$ cat config.mk
export PLATFORM = sky130hd
export DESIGN_NAME = id_ex_stage
export DESIGN_NICKNAME = d
export VERILOG_FILES = /design/src/rtl/id_ex_stage.sv
export SDC_FILE = /design/constraint.sdc
export NUM_CORES = 1
export LEC_CHECK = 0
export CORE_AREA = 5 5 148 150
export CTS_CLUSTER_SIZE = 28
export DETAILED_ROUTE_END_ITERATION = 8
export DIE_AREA = 0 0 153 155
export PLACE_DENSITY_LB_ADDON = 0.05
export REMOVE_ABC_BUFFERS = 1
export SYNTH_ARGS = -nofsm -noshare
export SYNTH_HDL_FRONTEND = slang
export SYNTH_SLANG_ARGS = --single-unit
$ cat constraint.sdc
create_clock -name i_clk -period 8.6 [get_ports i_clk]
set_input_delay 1.72 -clock i_clk [delete_from_list [all_inputs] [get_ports i_clk]]
set_output_delay 1.72 -clock i_clk [all_outputs]
set_load 0.02 [all_outputs]
$ cat src/rtl/id_ex_stage.sv
// ID/EX pipeline register with load-use hazard detection and bubble insertion.
// A flush or a load-use hazard loads a NOP bubble into EX; bubbles are counted (saturating).
module id_ex_stage (
    input  logic        i_clk,
    input  logic        i_reset,
    input  logic [31:0] i_inst,
    input  logic [31:0] i_pc,
    input  logic [31:0] i_rs1_data,
    input  logic [31:0] i_rs2_data,
    input  logic [31:0] i_imm,
    input  logic        i_inst_vld,
    input  logic        i_rd_wren,
    input  logic        i_br_un,
    input  logic        i_asel,
    input  logic        i_bsel,
    input  logic [3:0]  i_alu_op,
    input  logic        i_wren,
    input  logic [2:0]  i_slt_sl,
    input  logic [1:0]  i_wb_sel,
    input  logic        i_flush,
    output logic        o_stall,
    output logic [31:0] o_ex_inst,
    output logic [31:0] o_ex_pc,
    output logic [31:0] o_ex_rs1_data,
    output logic [31:0] o_ex_rs2_data,
    output logic [31:0] o_ex_imm,
    output logic [4:0]  o_ex_rs1_addr,
    output logic [4:0]  o_ex_rs2_addr,
    output logic [4:0]  o_ex_rd_addr,
    output logic        o_ex_inst_vld,
    output logic        o_ex_rd_wren,
    output logic        o_ex_br_un,
    output logic        o_ex_asel,
    output logic        o_ex_bsel,
    output logic [3:0]  o_ex_alu_op,
    output logic        o_ex_wren,
    output logic [2:0]  o_ex_slt_sl,
    output logic [1:0]  o_ex_wb_sel,
    output logic [15:0] o_bubble_cnt
);

    typedef struct packed {
        logic [31:0] inst;
        logic [31:0] pc;
        logic [31:0] rs1_data;
        logic [31:0] rs2_data;
        logic [31:0] imm;
        logic [4:0]  rs1_addr;
        logic [4:0]  rs2_addr;
        logic [4:0]  rd_addr;
        logic        inst_vld;
        logic        rd_wren;
        logic        br_un;
        logic        asel;
        logic        bsel;
        logic [3:0]  alu_op;
        logic        wren;
        logic [2:0]  slt_sl;
        logic [1:0]  wb_sel;
    } ex_t;

    localparam ex_t BUBBLE = '{inst: 32'h0000_0013, default: '0};

    function automatic logic [15:0] sat_inc(input logic [15:0] v);
        return (v == 16'hFFFF) ? v : v + 16'd1;
    endfunction

    ex_t         ex_d, ex_q;
    logic [15:0] cnt_d, cnt_q;
    logic [6:0]  opcode;
    logic [4:0]  rs1, rs2, rd;
    logic        rs1_used, rs2_used, ex_is_load, hazard, load_bubble;

    always_comb begin
        opcode   = i_inst[6:0];
        rs1      = i_inst[19:15];
        rs2      = i_inst[24:20];
        rd       = i_inst[11:7];
        rs1_used = !(opcode inside {7'b0110111, 7'b0010111, 7'b1101111});
        rs2_used = opcode inside {7'b0110011, 7'b0100011, 7'b1100011};

        // wb_sel 00 selects memory data, so this EX entry's result is not ready until MEM
        ex_is_load = ex_q.rd_wren && (ex_q.wb_sel == 2'b00) && (ex_q.rd_addr != 5'd0);
        hazard     = ex_is_load &&
                     ((rs1_used && (rs1 != 5'd0) && (rs1 == ex_q.rd_addr)) ||
                      (rs2_used && (rs2 != 5'd0) && (rs2 == ex_q.rd_addr)));

        o_stall     = hazard && !i_flush;
        load_bubble = i_flush || hazard;

        ex_d = '{inst: i_inst, pc: i_pc, rs1_data: i_rs1_data, rs2_data: i_rs2_data,
                 imm: i_imm, rs1_addr: rs1, rs2_addr: rs2, rd_addr: rd,
                 inst_vld: i_inst_vld, rd_wren: i_rd_wren, br_un: i_br_un,
                 asel: i_asel, bsel: i_bsel, alu_op: i_alu_op, wren: i_wren,
                 slt_sl: i_slt_sl, wb_sel: i_wb_sel};
        cnt_d = cnt_q;
        if (load_bubble) begin
            ex_d  = BUBBLE;
            cnt_d = sat_inc(cnt_q);
        end
    end

    always_ff @(posedge i_clk or posedge i_reset) begin
        if (i_reset) begin
            ex_q  <= BUBBLE;
            cnt_q <= 16'd0;
        end else begin
            ex_q  <= ex_d;
            cnt_q <= cnt_d;
        end
    end

    assign o_ex_inst     = ex_q.inst;
    assign o_ex_pc       = ex_q.pc;
    assign o_ex_rs1_data = ex_q.rs1_data;
    assign o_ex_rs2_data = ex_q.rs2_data;
    assign o_ex_imm      = ex_q.imm;
    assign o_ex_rs1_addr = ex_q.rs1_addr;
    assign o_ex_rs2_addr = ex_q.rs2_addr;
    assign o_ex_rd_addr  = ex_q.rd_addr;
    assign o_ex_inst_vld = ex_q.inst_vld;
    assign o_ex_rd_wren  = ex_q.rd_wren;
    assign o_ex_br_un    = ex_q.br_un;
    assign o_ex_asel     = ex_q.asel;
    assign o_ex_bsel     = ex_q.bsel;
    assign o_ex_alu_op   = ex_q.alu_op;
    assign o_ex_wren     = ex_q.wren;
    assign o_ex_slt_sl   = ex_q.slt_sl;
    assign o_ex_wb_sel   = ex_q.wb_sel;
    assign o_bubble_cnt  = cnt_q;

endmodule

==> flow_summary.yaml <==
run_status:
  status: "completed"
placed_design:
  port-buffer-count: 384
  placed_cells: 1125
  dp_hpwl_mm: 16.2
  dpl_cell_area_mm2: 0.0108
  gp_congestion: 0.824
grt:
  gr-total-overflow: 0
  track_usage: 0.176
  antenna_found_initial: 2
  grt_max_degree: 113
  grt_pass1_vias: 5384
  grt_pass1_wl_mm: 32.1
pwr:
  p_seq_frac: 0.446
  p_switching_mw: 0.614
  p_sw_frac: 0.274
  clock_power_share: 0.363
  power.density_mw_per_mm2: 197
  ir_drop_mv: 0.130
  combPwrFrac: 0.192
  p_int_mw: 1.63
  p_leak_nw: 4.90
finish:
  final_design_area_no_fill_mm2: 0.0114
  finalNonFillerCells: 1159
  post_route_cells_drive_above_1_share: 0.0578
  area_delta_synth_final_pct: 68.6
  nets: 1048
clocking:
  cts_buffers: 17
  cts.path.max_buffers: 2
  clkTransAtPathRegs_ns: 0.08
  cts_tree: "done"
  cts_setup_buffers: 0
  cts_resized: 0
  htreeDepth: 4
  clock-sinks: 191
  worstSkewPairLatency_ns: 0.43
  cts_root_buf: "clkbuf_16"
  hold_buffers: 0
synthesis:
  yosysWarnings: 0
  synth_cell_types: 37
  syn_area_mm2: 0.00676
  yosysSeqAreaShare: 0.707
  synth-seq-cells: 191
  synthesis.instances: 499
  synth_area_per_cell_um2: 13.6
floorplanning:
  io_pins: 385
  start_util: 0.329
  fp-row-count: 53
  core_mm2: 0.0206
  die_h_um: 155
  die-area_mm2: 0.0237
  die_x_um: 153
drt:
  num_vias: 4934
  viasPerCell: 4.26
  drcViolationCount: 0
  first_pass_iters: 7
  postRouteAntennaNets: 0
  routed_wl_mm: 21.0
  wire_per_inst_um: 18.1
  drt_iter0_drc: 129
timing:
  max_freq_ghz: 0.175
  hold_viol: 0
  skew_ns: 0.0130
  slew_viol_final: 0
  slew_headroom: 0.317
  rsz0062_at_grt: "false"
  final-setup-viol-count: 0
  worst_slew_pin_slew_ns: 1.03
  fin_setup_tns_ns: 0
  finalCritPeriodShare: 0.664
  finalCriticalPeriod_ns: 5.71
min_path:
  hold_path.class: "flop to flop"
worst_setup_path:
  crit_arrival_ns: 3.99
  crit_path_cell_trace: "clkdlybuf4s50_1 > and3_1 > o2111a_1 > or4_1 > a21oi_1 > clkdlybuf4s50_1"
  path_class: "input pin to output pin"
  startpoint_type: "input pin"
  path_max_fanout: 3
  required_ns: 6.88
  end_kind: "output pin"
  slowest_delay_ns: 0.64
  cp_common_cell: "clkdlybuf4s50_1"
  slowest_stage: "clkdlybuf4s50_1"
job:
  cap_violations: 0
## kinds of logic (layout without fill, tap and decap cells)
family	Yosys count	after routing	share of synthesized area
other cells	0	2	0
xor+xnor	14	14	0.0181
fa+ha+maj	1	1	0.00185
flops	191	191	0.707
simple gates	232	232	0.210
compound gates	13	13	0.0163
buf+inv	41	424	0.0344
mux	7	7	0.0117
## path summary, 6_finish.rpt
| check | start | endpoint | slack (ns) | depth (start not counted) |
|---|---|---|---|---|
| setup / recovery | i_inst[5] | o_stall | 2.89 | 6 |
| hold reg to reg | o_bubble_cnt[8]$_DFFE_PP0P_ | o_bubble_cnt[8]$_DFFE_PP0P_ | 0.50 | 1 |
| max in group asynchronous | i_reset | o_ex_imm[3]$_DFF_PP0_ | 5.18 | 3 |
| setup reg to reg | o_ex_rd_addr[0]$_DFF_PP0_ | o_ex_alu_op[1]$_DFF_PP0_ | 5.56 | 7 |
| hold / removal | o_bubble_cnt[8]$_DFFE_PP0P_ | o_bubble_cnt[8]$_DFFE_PP0P_ | 0.50 | 1 |
| min in group asynchronous | i_reset | o_ex_inst_vld$_DFF_PP0_ | 1.83 | 2 |
## synth_stat cells (all sizes together)
cell     count  share of area
nor3         8         0.0059
ha           1         0.0018
o41ai        2         0.0026
xnor2        8          0.010
nor2b        1        0.00093
nor2         3         0.0017
or4          2         0.0022
a21oi        4         0.0030
o21ba        1         0.0015
nand3        7         0.0052
nand2b       5         0.0046
inv          4         0.0022
dfrtp      188           0.70
buf         29          0.028
xor2         6         0.0078
dfstp        3          0.012
nor3b        2         0.0022
or3          2         0.0018
nor4b        3         0.0048
nor4         8         0.0083
mux2         7          0.012
a21o         1         0.0011
o21ai        1        0.00074
nand4        3         0.0028
a311oi       1         0.0022
nand2       12         0.0067
a2bb2oi      1         0.0013
and2       173           0.16
and4         1         0.0013
a2111oi      1         0.0022
clkbuf       8         0.0044
and3         2         0.0018
o2111a       1         0.0017
## metrics by stage
stage               utilization  hold WS [ns]  total power [mW]  setup WS, ns
CTS                       0.554         0.509              2.28          2.88
global route              0.555         0.525              2.35          2.84
global placement          0.524         0.492              1.45          2.94
floorplan                     -         0.596              1.19          1.55
detailed placement        0.524         0.490              1.45          2.89
finish                    0.555         0.505              2.24          2.89
## power by group through the flow
stage	Clock (mW)	Combinational, mW	Sequential (mW)
detailed placement	0	0.437	1.02
CTS	0.842	0.438	1.00
floorplan	0	0.0956	1.10
finish	0.814	0.430	1.00
global placement	0	0.432	1.01
global route	0.882	0.459	1.01
## layout make-up
type	instances	area, um^2
clock inverters	15	191
fillers	1732	9150
well taps	275	344
clock buffers	17	425
flip-flops and latches	191	4780
multi-input cells	267	1760
repair buffers	388	3870
inverters	4	22.5
diodes	2	5.00
## sequential cells by signal (all words and copies together), names as in the netlist, 16 cells and up
| name | flops |
|---|---|
| o_ex_imm | 32 |
| o_ex_pc | 32 |
| o_ex_rs1_data | 32 |
| o_ex_rs2_data | 32 |
| o_ex_inst | 20 |
| o_bubble_cnt | 16 |
## per-layer routing
| metal | vias to the layer above | part of all wire | global-route usage |
|---|---|---|---|
| met3 | 34 | 0.085 | 0.0743 |
| met5 | - | 0.00052 | 0 |
| li1 | 2321 | - | - |
| met1 | 2371 | 0.35 | 0.183 |
| met4 | 2 | 0.026 | 0.0615 |
| met2 | 206 | 0.54 | 0.320 |
## critical path: cells and delay by family
family	cells	cell delay, ns
simple gates	2	0.71
compound gates	2	0.45
buf+inv	2	1.10
## cells in the final DEF, fill, tap and decap left out, types with 2 or more instances in the layout
master | netlist | routed
clkinv_4 | 0 | 3
inv_1 | 4 | 3
dfrtp_1 | 188 | 188
clkbuf_16 | 0 | 17
nand3_1 | 7 | 7
nor4_1 | 7 | 7
diode_2 | 0 | 2
xnor2_1 | 8 | 8
inv_6 | 0 | 5
nand4_1 | 3 | 3
bufinv_16 | 0 | 2
nor2_1 | 3 | 3
buf_4 | 17 | 4
dfstp_2 | 3 | 3
mux2_2 | 6 | 6
nor3b_1 | 2 | 2
nor3_1 | 8 | 8
xor2_1 | 6 | 6
nand2_1 | 12 | 12
or3_1 | 2 | 2
o41ai_1 | 2 | 2
and2_1 | 173 | 173
nor4b_1 | 2 | 2
clkdlybuf4s50_1 | 0 | 384
and3_1 | 2 | 2
nand2b_1 | 5 | 5
or4_1 | 2 | 2
a21oi_1 | 4 | 4
inv_8 | 0 | 5
Note: power is estimated with default switching activity, not from simulation.
